**src/rtl/timer_sequencer_if.sv**
```systemverilog
// timer_sequencer_if: requester, timer and status signals of the timer command sequencer.
// Master is the surrounding control logic and timer; slave is the sequencer itself.
interface timer_sequencer_if #(
   parameter int DEPTH = 4
);
   localparam int LW = $clog2(DEPTH) + 1;
   logic          req_valid;
   logic [3:0]    req_val;
   logic          req_ready;
   logic          hold;
   logic          tmr_start;
   logic [3:0]    tmr_load_val;
   logic          tmr_done;
   logic          cmp_pulse;
   logic [3:0]    cmp_val;
   logic [LW-1:0] level;
   logic          busy;
   logic          err;
   modport master (
      output req_valid, req_val, hold, tmr_done,
      input  req_ready, tmr_start, tmr_load_val, cmp_pulse, cmp_val, level, busy, err
   );
   modport slave (
      input  req_valid, req_val, hold, tmr_done,
      output req_ready, tmr_start, tmr_load_val, cmp_pulse, cmp_val, level, busy, err
   );
endinterface

```
**src/rtl/timer_sequencer.sv**
```systemverilog
// timer_sequencer: FIFO of 4-bit load values issued one at a time to the countdown timer.
// Defining TSEQ_WDOG_EN adds a WAIT watchdog that sets a sticky err and abandons the command.
module timer_sequencer #(
   parameter int DEPTH    = 4,
   parameter int WDOG_CYC = 20
) (
   input logic              clk,
   input logic              rst,
   timer_sequencer_if.slave bus
);
   localparam int AW = $clog2(DEPTH);
   localparam int LW = AW + 1;
   typedef enum logic {IDLE, WAIT} state_t;
   state_t        r_state, w_next;
   logic [3:0]    r_mem [DEPTH];
   logic [AW-1:0] r_wr_ptr, r_rd_ptr;
   logic [LW-1:0] r_level;
   logic [3:0]    r_inflight, r_cmp_val;
   logic          r_cmp_pulse;
   logic          w_full, w_push, w_issue, w_done, w_timeout;

   if (DEPTH < 2 || (DEPTH & (DEPTH - 1)) != 0) $error("DEPTH must be a power of two, at least 2");
   if (WDOG_CYC < 18) $error("WDOG_CYC must cover the longest timer run");

   assign w_full = r_level == LW'(DEPTH);
   assign w_push = bus.req_valid && !w_full;

   always_ff @(posedge clk or posedge rst)
      if (rst) r_state <= IDLE;
      else     r_state <= w_next;

   always_comb begin
      w_issue = (r_state == IDLE) && (r_level != '0) && !bus.hold;
      w_done  = (r_state == WAIT) && bus.tmr_done;
      w_next  = w_issue ? WAIT : (w_done || w_timeout) ? IDLE : r_state;
   end

   always_ff @(posedge clk or posedge rst)
      if (rst) begin
         for (int i = 0; i < DEPTH; i++) r_mem[i] <= '0;
         r_wr_ptr    <= '0;
         r_rd_ptr    <= '0;
         r_level     <= '0;
         r_inflight  <= '0;
         r_cmp_pulse <= 1'b0;
         r_cmp_val   <= '0;
      end else begin
         if (w_push) begin
            r_mem[r_wr_ptr] <= bus.req_val;
            r_wr_ptr        <= r_wr_ptr + AW'(1);
         end
         if (w_issue) begin
            r_rd_ptr   <= r_rd_ptr + AW'(1);
            r_inflight <= r_mem[r_rd_ptr];
         end
         r_level     <= r_level + LW'(w_push) - LW'(w_issue);
         r_cmp_pulse <= w_done;
         if (w_done) r_cmp_val <= r_inflight;
      end

`ifdef TSEQ_WDOG_EN
   localparam int CW = $clog2(WDOG_CYC);
   logic [CW-1:0] r_wcnt;
   logic          r_err;
   // a done arriving on the last allowed cycle still wins over the timeout
   assign w_timeout = (r_state == WAIT) && !bus.tmr_done && (r_wcnt == CW'(WDOG_CYC - 1));

   always_ff @(posedge clk or posedge rst)
      if (rst) begin
         r_wcnt <= '0;
         r_err  <= 1'b0;
      end else begin
         r_wcnt <= w_issue ? '0 : (r_state == WAIT) ? r_wcnt + CW'(1) : r_wcnt;
         r_err  <= r_err | w_timeout;
      end

   assign bus.err = r_err;
`else
   assign w_timeout = 1'b0;
   assign bus.err   = 1'b0;
`endif

   assign bus.req_ready    = !w_full;
   assign bus.tmr_start    = w_issue;
   assign bus.tmr_load_val = r_mem[r_rd_ptr];
   assign bus.cmp_pulse    = r_cmp_pulse;
   assign bus.cmp_val      = r_cmp_val;
   assign bus.level        = r_level;
   assign bus.busy         = r_state == WAIT;
endmodule

```
**src/flat_wrapper.sv**
```systemverilog
// flat-port wrapper written by rule: the top's interface ports become plain ports
module timer_sequencer_flat 
#(
   parameter int DEPTH    = 4,
   parameter int WDOG_CYC = 20
)
  (clk, rst, bus_req_valid, bus_req_val, bus_hold, bus_tmr_done, bus_req_ready, bus_tmr_start, bus_tmr_load_val, bus_cmp_pulse, bus_cmp_val, bus_level, bus_busy, bus_err);
  timer_sequencer_if #(.DEPTH(DEPTH)) bus_i ();
  input logic clk;
  input logic rst;
  input wire logic [$bits(bus_i.req_valid)-1:0] bus_req_valid;
  input wire logic [$bits(bus_i.req_val)-1:0] bus_req_val;
  input wire logic [$bits(bus_i.hold)-1:0] bus_hold;
  input wire logic [$bits(bus_i.tmr_done)-1:0] bus_tmr_done;
  output wire logic [$bits(bus_i.req_ready)-1:0] bus_req_ready;
  output wire logic [$bits(bus_i.tmr_start)-1:0] bus_tmr_start;
  output wire logic [$bits(bus_i.tmr_load_val)-1:0] bus_tmr_load_val;
  output wire logic [$bits(bus_i.cmp_pulse)-1:0] bus_cmp_pulse;
  output wire logic [$bits(bus_i.cmp_val)-1:0] bus_cmp_val;
  output wire logic [$bits(bus_i.level)-1:0] bus_level;
  output wire logic [$bits(bus_i.busy)-1:0] bus_busy;
  output wire logic [$bits(bus_i.err)-1:0] bus_err;
  assign bus_i.req_valid = bus_req_valid;
  assign bus_i.req_val = bus_req_val;
  assign bus_i.hold = bus_hold;
  assign bus_i.tmr_done = bus_tmr_done;
  assign bus_req_ready = bus_i.req_ready;
  assign bus_tmr_start = bus_i.tmr_start;
  assign bus_tmr_load_val = bus_i.tmr_load_val;
  assign bus_cmp_pulse = bus_i.cmp_pulse;
  assign bus_cmp_val = bus_i.cmp_val;
  assign bus_level = bus_i.level;
  assign bus_busy = bus_i.busy;
  assign bus_err = bus_i.err;
  timer_sequencer #(.DEPTH(DEPTH), .WDOG_CYC(WDOG_CYC)) u_core (.clk(clk), .rst(rst), .bus(bus_i));
endmodule
```
**config.mk**
```make
export PLATFORM = sky130hd
export DESIGN_NAME = timer_sequencer_flat
export DESIGN_NICKNAME = d
export VERILOG_FILES = /design/src/rtl/timer_sequencer_if.sv /design/src/rtl/timer_sequencer.sv /design/src/flat_wrapper.sv
export SDC_FILE = /design/constraint.sdc
export NUM_CORES = 1
export LEC_CHECK = 0
export CAP_MARGIN = 20
export CORE_ASPECT_RATIO = 2
export CORE_UTILIZATION = 50
export CTS_BUF_LIST = sky130_fd_sc_hd__clkbuf_8
export DETAILED_ROUTE_END_ITERATION = 6
export PLACE_DENSITY = 0.83
export SLEW_MARGIN = 20
export SYNTH_ARGS = -nofsm -noshare
export SYNTH_HDL_FRONTEND = slang
export SYNTH_SLANG_ARGS = --single-unit
```
**constraint.sdc**
```tcl
create_clock -name clk -period 3.54 [get_ports clk]
set_input_delay 0.531 -clock clk [delete_from_list [all_inputs] [get_ports clk]]
set_output_delay 0.531 -clock clk [all_outputs]
set_load 0.005 [all_outputs]
```
==> results of run 1 <==
[metal layers]
metal  vias to the layer above  part of all wire (%)
met4                         0                   2.4
met1                       434                    34
met2                        20                    60
met3                         6                   3.7
met5                         -                     0
li1                        396                     -
[layout make-up]
cell class                 count  area, µm²
inverter                      11       41.3
multi-input combinational     53        598
tap                           29       36.3
timing repair buffer          24        238
fill                         239        978
sequential                    33        826
clock buffer                   6       82.6
clock inverter                 1       3.75
[power breakdown]
group	internal [µW]	switching (µW)	total, µW
registers	573	147	721
logic	506	251	757
clock network	151	132	283
total	1230	531	1760
[cells by family after synthesis]
| logic type | Yosys count | synth area share [%] |
|---|---|---|
| AOI/OAI and AO/OA | 1 | 0.332 |
| xor gates and xnor gates | 5 | 2.91 |
| adders and majority gates | 7 | 6.32 |
| buffers and inverters | 16 | 5.32 |
| DFF | 33 | 54.9 |
| muxes | 29 | 25.7 |
| other | 1 | 0.249 |
| and+or+nand+nor | 10 | 4.24 |
[flip-flops by register name, indices dropped and copies added, names as in the netlist]
signal,cells
u_core.r_wr_ptr,2
u_core.bus.cmp_pulse,1
u_core.bus.cmp_val,4
u_core.r_rd_ptr,2
u_core.bus.busy,1
u_core.bus.level,3
u_core.r_mem,16
u_core.r_inflight,4
[critical path: stages]
cell	delay, ps
clkdlybuf4s50_1	420
or3_1	490
inv_1	130
clkdlybuf4s50_1	520
[worst paths after layout]
check / from / endpoint / slack [ps]
setup / recovery: bus_hold / bus_tmr_start / 930
hold / removal: u_core.r_mem[10] / u_core.r_mem[10] / 500
setup reg to reg: u_core.bus.level[1] / u_core.bus.level[2] / 1150
hold reg to reg: u_core.r_mem[10] / u_core.r_mem[10] / 500
max in group asynchronous: rst / u_core.r_mem[10] / 2600
min in group asynchronous: rst / u_core.r_inflight[3] / 650
[through the flow]
stage,cell area [µm²],util [%]
after CTS,1830,65.1
after floorplan,1500,-
final,1830,65.1
after global routing,1830,65.1
after global placement,1740,62.0
after detailed placement,1740,62.0
[placed cells by master, fill, tap and decap left out, drive strengths merged]
cell type,n
mux4,4
dfrtp,33
buf,1
fa,1
clkdlybuf4s50,23
nand3,3
nor3,1
o21ai,1
clkbuf,6
and3,1
inv,12
mux2,25
or3,1
ha,6
xnor2,5
nand2,2
or3b,1
conb,1
or4b,1
==> impl_metrics.yaml, run 1 <==
run_status:
  status: "completed"
clock_network:
  clkTransAtPathRegs_ps: 60
  root_buffer: "clkbuf_8"
  cts.htree.levels: 2
  clockBufferDepth: 2
  cts_hold_buf: 0
  cts_made_buffers: 5
  cts_num_sinks: 33
  cts_setup_buffers: 0
  insertion_delay_ps: 290
  cts_resized: 0
  cts_tree: "done"
global_route:
  grt_antenna_before_repair: 0
  met2_usage_pct: 33.8
  met1_usage_pct: 19.5
  grt-busiest-layer: "met2"
  grt_pass1_wl_um: 4180
  first_global_vias: 889
  grt_usage_pct: 19.9
  gr-total-overflow: 0
  grt_start_max_net_pins: 34
  grt_use_met3_pct: 6.41
worst_setup_path:
  criticalPathCategory: "primary input to primary output"
  end_kind: "primary output"
  r2r_cells: 10
  critical_path_arrival_ps: 2080
  critPathLaunchType: "primary input"
  crit_fanout: 7
  crit_required_ps: 3010
layout:
  nets: 144
  insertedDiodeCount: 0
  area_delta_synth_final_pct: 21.4
  instances_no_fill: 157
  layout-drive-gt1-share_pct: 29.7
placed_design:
  port_buffers: 23
  placedCellCount: 150
  dp_hpwl_um: 2090
  dp_slack_ps: 676
  gp_congestion: 0.748
logic_synthesis:
  syn_nets: 118
  synth_largest_area_cell: "dfrtp_1"
  synth_edf_count: 0
  synth.cell_area_mm2: 0.00150
  netlist_top_cells_area: "dfrtp_1 55%, mux2_2 16%, mux4_2 6.0%"
  synth.most_common_cell: "dfrtp_1"
  synth_top_area_share_pct: 54.9
  synthTopCellsByCount: "33 x dfrtp_1, 21 x mux2_2, 11 x inv_1, 6 x ha_1, 5 x xnor2_1"
  yosys_most_used_dff: "dfrtp_1"
  avgSynthCellArea_um2: 14.7
  syn_inst: 102
  yosys.cell_types.count: 21
  yosysWarnings: 0
  yosys_register_bits: 33
  synthArstFlopShare_pct: 100
  ys_seq_area_share_pct: 54.9
run:
  max-cap-violations: 0
detailed_routing:
  totalWireLength_um: 2690
  dr.pass1.iters: 4
  vias: 856
  wl_per_cell_um: 17.1
  first_iter_violations: 4
  drc: 0
  vias_per_cell: 5.45
  antenna_left: 0
sta:
  fin_setup_tns_ps: 0
  finClkSkew_ps: 5.71
  holdWs_ps: 504
  layout_min_cycle_time_ps: 2610
  rsz0062_at_grt: "false"
  finalCritPeriodShare_pct: 73.8
  setup-violations-final: 0
  fmax_mhz: 383
  hold_viol: 0
  maxSlewViolCount: 0
  fin_ws_ps: 927
floorplanning:
  initial_core_util_pct: 53.6
  top_level_ports: 25
  row_count: 27
  die-area_mm2: 0.00324
  fp.dieH_um: 79.6
  core_mm2: 0.00280
  die_w_um: 40.8
pwr:
  total_power_uw: 1760
  power_density_mw_per_mm2: 965
  power_leakage_uw: 0.000833
  peakVddDrop_uv: 537
worst_hold_path:
  hp-class: "flop to flop"
  hold_depth: 1
(Power assumes the default switching activity.)
==> run 2, diff against run 1 <==
==> constraint.sdc (replaced) <==
create_clock -name clk -period 2.7 [get_ports clk]
set_input_delay 0.405 -clock clk [delete_from_list [all_inputs] [get_ports clk]]
set_output_delay 0.405 -clock clk [all_outputs]
set_load 0.005 [all_outputs]
==> run 2 against run 1 <==
Combinational power increased by 32%. Largest power group unchanged. Wire length fell by 1.9%. Largest cell class unchanged. Register-to-register slack got worse by 660 ps.
==> impl_metrics.yaml, run 2 (synthesized netlist as in run 1, its figures left out) <==
run_status:
  status: "completed"
worst_setup_path:
  crit_required_ps: 2300
  r2r_start: "u_core.bus.level[1]"
  crit_fanout: 6
  end_kind: "primary output"
  criticalPathCategory: "flop to primary output"
  regToRegEndpoint: "u_core.bus.level[2]"
  critical_path_arrival_ps: 1860
  critPathLaunchType: "flop"
  rrSetupSlack_ps: 490
  r2r_cells: 10
placed_design:
  port_buffers: 23
  gp_congestion: 0.717
  dp_slack_ps: 166
  dp_hpwl_um: 1990
layout:
  insertedDiodeCount: 0
  area_delta_synth_final_pct: 22.9
  final_common_cell: "dfrtp_1"
  regArea_um2: 826
  layout-drive-gt1-share_pct: 31.5
  top_register: "u_core.r_mem"
  largest_register_ff_count: 16
  multiInputGateArea_um2: 598
  layout_common_cells: "33 x dfrtp_1, 23 x clkdlybuf4s50_1, 21 x mux2_2"
  nets: 145
  nFillCells: 206
sta:
  finClkSkew_ps: 8.40
  fin_setup_tns_ps: 0
  fmax_mhz: 442
  layout_min_cycle_time_ps: 2260
  maxSlewViolCount: 0
  hold_viol: 0
  rsz0062_at_grt: "false"
  fin_ws_ps: 438
  setup-violations-final: 0
  finalCritPeriodShare_pct: 83.8
pwr:
  power_leakage_uw: 0.000843
  power_density_mw_per_mm2: 1270
  peakVddDrop_uv: 666
  sequentialPowerShare_pct: 40.1
  switching_share_pct: 29.8
  p_int_uw: 1650
  clkPwrFrac_pct: 17.5
  power_switching_uw: 700
  power_frac_comb_pct: 42.4
global_route:
  grt_pass1_wl_um: 4350
  grt_start_max_net_pins: 34
  grt_usage_pct: 20.7
  gr-total-overflow: 0
  grt_antenna_before_repair: 0
  first_global_vias: 928
clock_network:
  cts_resized: 0
  insertion_delay_ps: 290
  clockBufferDepth: 2
  root_buffer: "clkbuf_8"
  cts_made_buffers: 5
  cts_hold_buf: 0
  cts_setup_buffers: 0
  cts_tree: "done"
  clkTransAtPathRegs_ps: 70
  cts.htree.levels: 2
  cts_num_sinks: 33
detailed_routing:
  drc: 0
  totalWireLength_um: 2640
  dr.pass1.iters: 4
  wl_per_cell_um: 16.6
  vias_per_cell: 5.38
  first_iter_violations: 15
  vias: 856
  antenna_left: 0
run:
  max-cap-violations: 0
floorplanning:
  initial_core_util_pct: 53.6
  row_count: 27
  top_level_ports: 25
  core_mm2: 0.00280
  fp.dieH_um: 79.6
  die_w_um: 40.8
  die-area_mm2: 0.00324
worst_hold_path:
  hp-class: "primary input to asynchronous set/reset pin"
==> run 2: cell types whose count changed in the layout (fill, tap and decap cells not counted) <==
cell      previous run  this run
clkinv_2             0         1
buf_4                1         2
inv_1               12        11
clkbuf_8             6         7
==> run 2: power groups by stage <==
| stage | clock (µW) | combinational, µW | sequential (µW) |
|---|---|---|---|
| floorplan | 0 | 663 | 884 |
| global placement | 0 | 964 | 929 |
| detailed placement | 0 | 1010 | 953 |
| CTS | 414 | 1020 | 945 |
| global route | 437 | 1100 | 981 |
| finish | 410 | 997 | 942 |
==> run 2: worst max-delay path by stage <==
stage                                    from                  end  slack [ps]
after floorplan           u_core.bus.level[0]  u_core.bus.level[2]         420
after global placement               bus_hold  u_core.bus.level[2]         240
after detailed placement             bus_hold  u_core.bus.level[2]         170
after CTS                  u_core.r_rd_ptr[0]  bus_tmr_load_val[3]         410
after global routing      u_core.bus.level[1]  u_core.bus.level[2]         280
final                      u_core.r_rd_ptr[0]  bus_tmr_load_val[3]         440
==> run 2: layout make-up <==
class | instances | share of cell area [%]
Sequential cell | 33 | 44.7
Multi-Input combinational cell | 53 | 32.4
Timing Repair Buffer | 25 | 13.3
Clock buffer | 7 | 5.21
Inverter | 11 | 2.23
Tap cell | 29 | 1.96
Clock inverter | 1 | 0.271
==> run 2: worst max-delay path, cell delays in order, from the launching register on <==
cell	delay, ps
dfrtp_1	530
mux4_2	570
clkdlybuf4s50_1	460
==> run 2: routing by layer <==
layer,wire length (µm),global-route usage (%),part of all wire [%],vias to the layer above
met5,0,0,0,-
met4,77,11.0,2.9,0
met3,101,6.69,3.8,9
met2,1490,32.2,57,20
met1,964,23.4,37,433
li1,-,-,-,394
==> run 2: metrics by stage <==
stage	hold WS [ps]	total power [µW]	instances	utilization, %	instance area (µm²)
global placement	482	1890	151	62.3	1750
CTS	512	2380	159	65.9	1850
finish	505	2350	159	65.9	1850
floorplan	474	1550	102	-	1500
global route	523	2520	159	65.9	1850
detailed placement	496	1970	151	62.3	1750
==> run 3, diff against run 2 <==
==> constraint.sdc (replaced) <==
create_clock -name clk -period 2.1 [get_ports clk]
set_input_delay 0.315 -clock clk [delete_from_list [all_inputs] [get_ports clk]]
set_output_delay 0.315 -clock clk [all_outputs]
set_load 0.005 [all_outputs]
==> run 3 against run 2 <==
Clock-buffer cell count down 1. Clock power increased by 15%. Sequential power up 24%. Wire length up 0.99%. Power increased by 37%. Via count increased by 5.0%. Critical path depth is 8 higher. Die area unchanged. Core utilization is 4.5 points higher. Non-clock buffer count up 11. Cell area rose by 6.8%. Critical endpoint is now u_core.bus.level[2].
==> impl_metrics.yaml, run 3 (synthesized netlist as in run 1, its figures left out) <==
detailed_routing:
  drc: 0
  vias: 899
  totalWireLength_um: 2660
  first_iter_violations: 17
  dr.pass1.iters: 3
  highest_layer: "met4"
  wl_met2_um: 1580
  antenna_left: 0
  met3_wirelength_um: 98
  wl_per_cell_um: 15.7
  met1_length_um: 897
  vias_per_cell: 5.29
worst_setup_path:
  r2r_start: "u_core.bus.level[2]"
  worstSetupStartpoint: "u_core.bus.level[2]"
  cp-endpoint: "u_core.bus.level[2]"
  critical_path_arrival_ps: 2230
  crit_fanout: 2
  crit_required_ps: 2270
  r2r_cells: 10
  cp_num_buf_inv: 3
  regToRegEndpoint: "u_core.bus.level[2]"
  slowest_delay_ps: 400
  timing.critical_path.max_delay_family: "adder cells"
  crit_slowest_cell: "or3_4"
  worst-path-stages: 10
  end_kind: "flop"
  criticalPathCategory: "flop to flop"
  path_cells: "nor3_2, or3_4, inv_4, ha_4, inv_2, ha_4, inv_2, fa_2, xnor2_2, xnor2_1"
  critPathLaunchType: "flop"
  rrSetupSlack_ps: 40
sta:
  fin_setup_tns_ps: 0
  finalCritPeriodShare_pct: 98.0
  layout_min_cycle_time_ps: 2060
  setup-violations-final: 0
  hold_viol: 0
  fmax_mhz: 486
  finClkSkew_ps: 5.41
  maxSlewViolCount: 0
  rsz0062_at_grt: "true"
  fin_ws_ps: 41.8
floorplanning:
  die_w_um: 40.8
  row_count: 27
  top_level_ports: 25
  die-area_mm2: 0.00324
  fp.dieH_um: 79.6
  initial_core_util_pct: 53.6
  core_mm2: 0.00280
clock_network:
  root_buffer: "clkbuf_8"
  clkTransAtPathRegs_ps: 60
  clockBufferDepth: 2
  cts_made_buffers: 5
  insertion_delay_ps: 280
  cts.htree.levels: 2
  cts_num_sinks: 33
  cts_hold_buf: 0
  cts_tree: "done"
layout:
  regArea_um2: 828
  nFillCells: 189
  area_delta_synth_final_pct: 31.3
  layout_common_cells: "31 x dfrtp_1, 21 x mux2_2, 19 x clkdlybuf4s50_1"
  final_common_cell: "dfrtp_1"
  layout-drive-gt1-share_pct: 44.0
  largest_register_ff_count: 16
  nets: 156
  insertedDiodeCount: 0
  instances_no_fill: 170
  multiInputGateArea_um2: 646
  top_register: "u_core.r_mem"
placed_design:
  gp_congestion: 0.722
  dp_slack_ps: -322
  placedCellCount: 157
  port_buffers: 23
  dp_hpwl_um: 2030
global_route:
  first_global_vias: 954
  gr-total-overflow: 0
  grt_antenna_before_repair: 0
  grt_usage_pct: 20.2
  grt_pass1_wl_um: 4260
  grt_start_max_net_pins: 34
pwr:
  power_density_mw_per_mm2: 1620
  total_power_uw: 3210
  power_leakage_uw: 0.000919
  peakVddDrop_uv: 940
run:
  max-cap-violations: 0
worst_hold_path:
  hp-class: "primary input to flop"
run_status:
  status: "completed"
run 3: cell types whose count changed in the layout (fill, tap and decap cells not counted), moves of 2 or more:
cell and delta:
dfrtp_1 -2, dlymetal6s2s_1 +2, dfrtp_2 +2, dlygate4sd2_1 +2, ha_4 +2, inv_2 +2
buf_4 +11, clkdlybuf4s50_1 -4, ha_1 -2
run 3: per-stage QoR:
| stage | instance area [µm²] | utilization (%) | hold slack [ps] |
|---|---|---|---|
| global route | 1970 | 70.4 | 390 |
| finish | 1970 | 70.4 | 384 |
| floorplan | 1520 | - | 411 |
| global placement | 1800 | 64.0 | 483 |
| CTS | 1900 | 67.6 | 426 |
| detailed placement | 1800 | 64.0 | 493 |
run 3: how the worst min path moves through the flow:
stage	startpoint	endpoint	slack, ps	cells past startpoint
2_1_floorplan	bus_tmr_done	u_core.bus.busy	410	1
3_3_place_gp	u_core.r_mem[1]	u_core.r_mem[1]	480	1
3_5_place_dp	u_core.r_mem[8]	u_core.r_mem[8]	490	1
4_1_cts	rst	u_core.bus.level[2]	430	3
5_1_grt	bus_hold	u_core.r_rd_ptr[1]	390	3
6_report	bus_hold	u_core.r_rd_ptr[1]	380	3
run 3: what timing repair did:
action                                  in CTS  in global routing
buffers inserted                             0                  5
pin swaps                                    1                  5
resized for setup                            6                  9
endpoints found under the setup margin       6                  4
run 3: layer usage:
metal  global-route usage, %  up-vias
met2                    33.6       21
met1                    19.4      446
met3                    7.52        9
met5                       0        -
li1                        -      423
met4                    11.0        0
run 3: layout make-up:
type / count / share of cell area (%)
clock buffers: 6 / 4.18
repair buffers: 36 / 16.7
well taps: 29 / 1.84
multi-input cells: 53 / 32.7
clock inverters: 2 / 0.380
flip-flops and latches: 33 / 42.0
inverters: 11 / 2.22
run 3: worst register-to-register path: stages (launching register included):
cell and delay, ps:
dfrtp_1 360, nor3_2 60, or3_4 400, inv_4 80, ha_4 190, inv_2 60, ha_4 110, inv_2 30
fa_2 390, xnor2_2 150, xnor2_1 120
run 3: power by group:
| group | leakage, µW | internal [µW] | switching, µW |
|---|---|---|---|
| combinational | 0.000474 | 1030 | 537 |
| sequential | 0.000391 | 971 | 201 |
| clock | 0.0000538 | 257 | 215 |
| total | 0.000919 | 2250 | 953 |
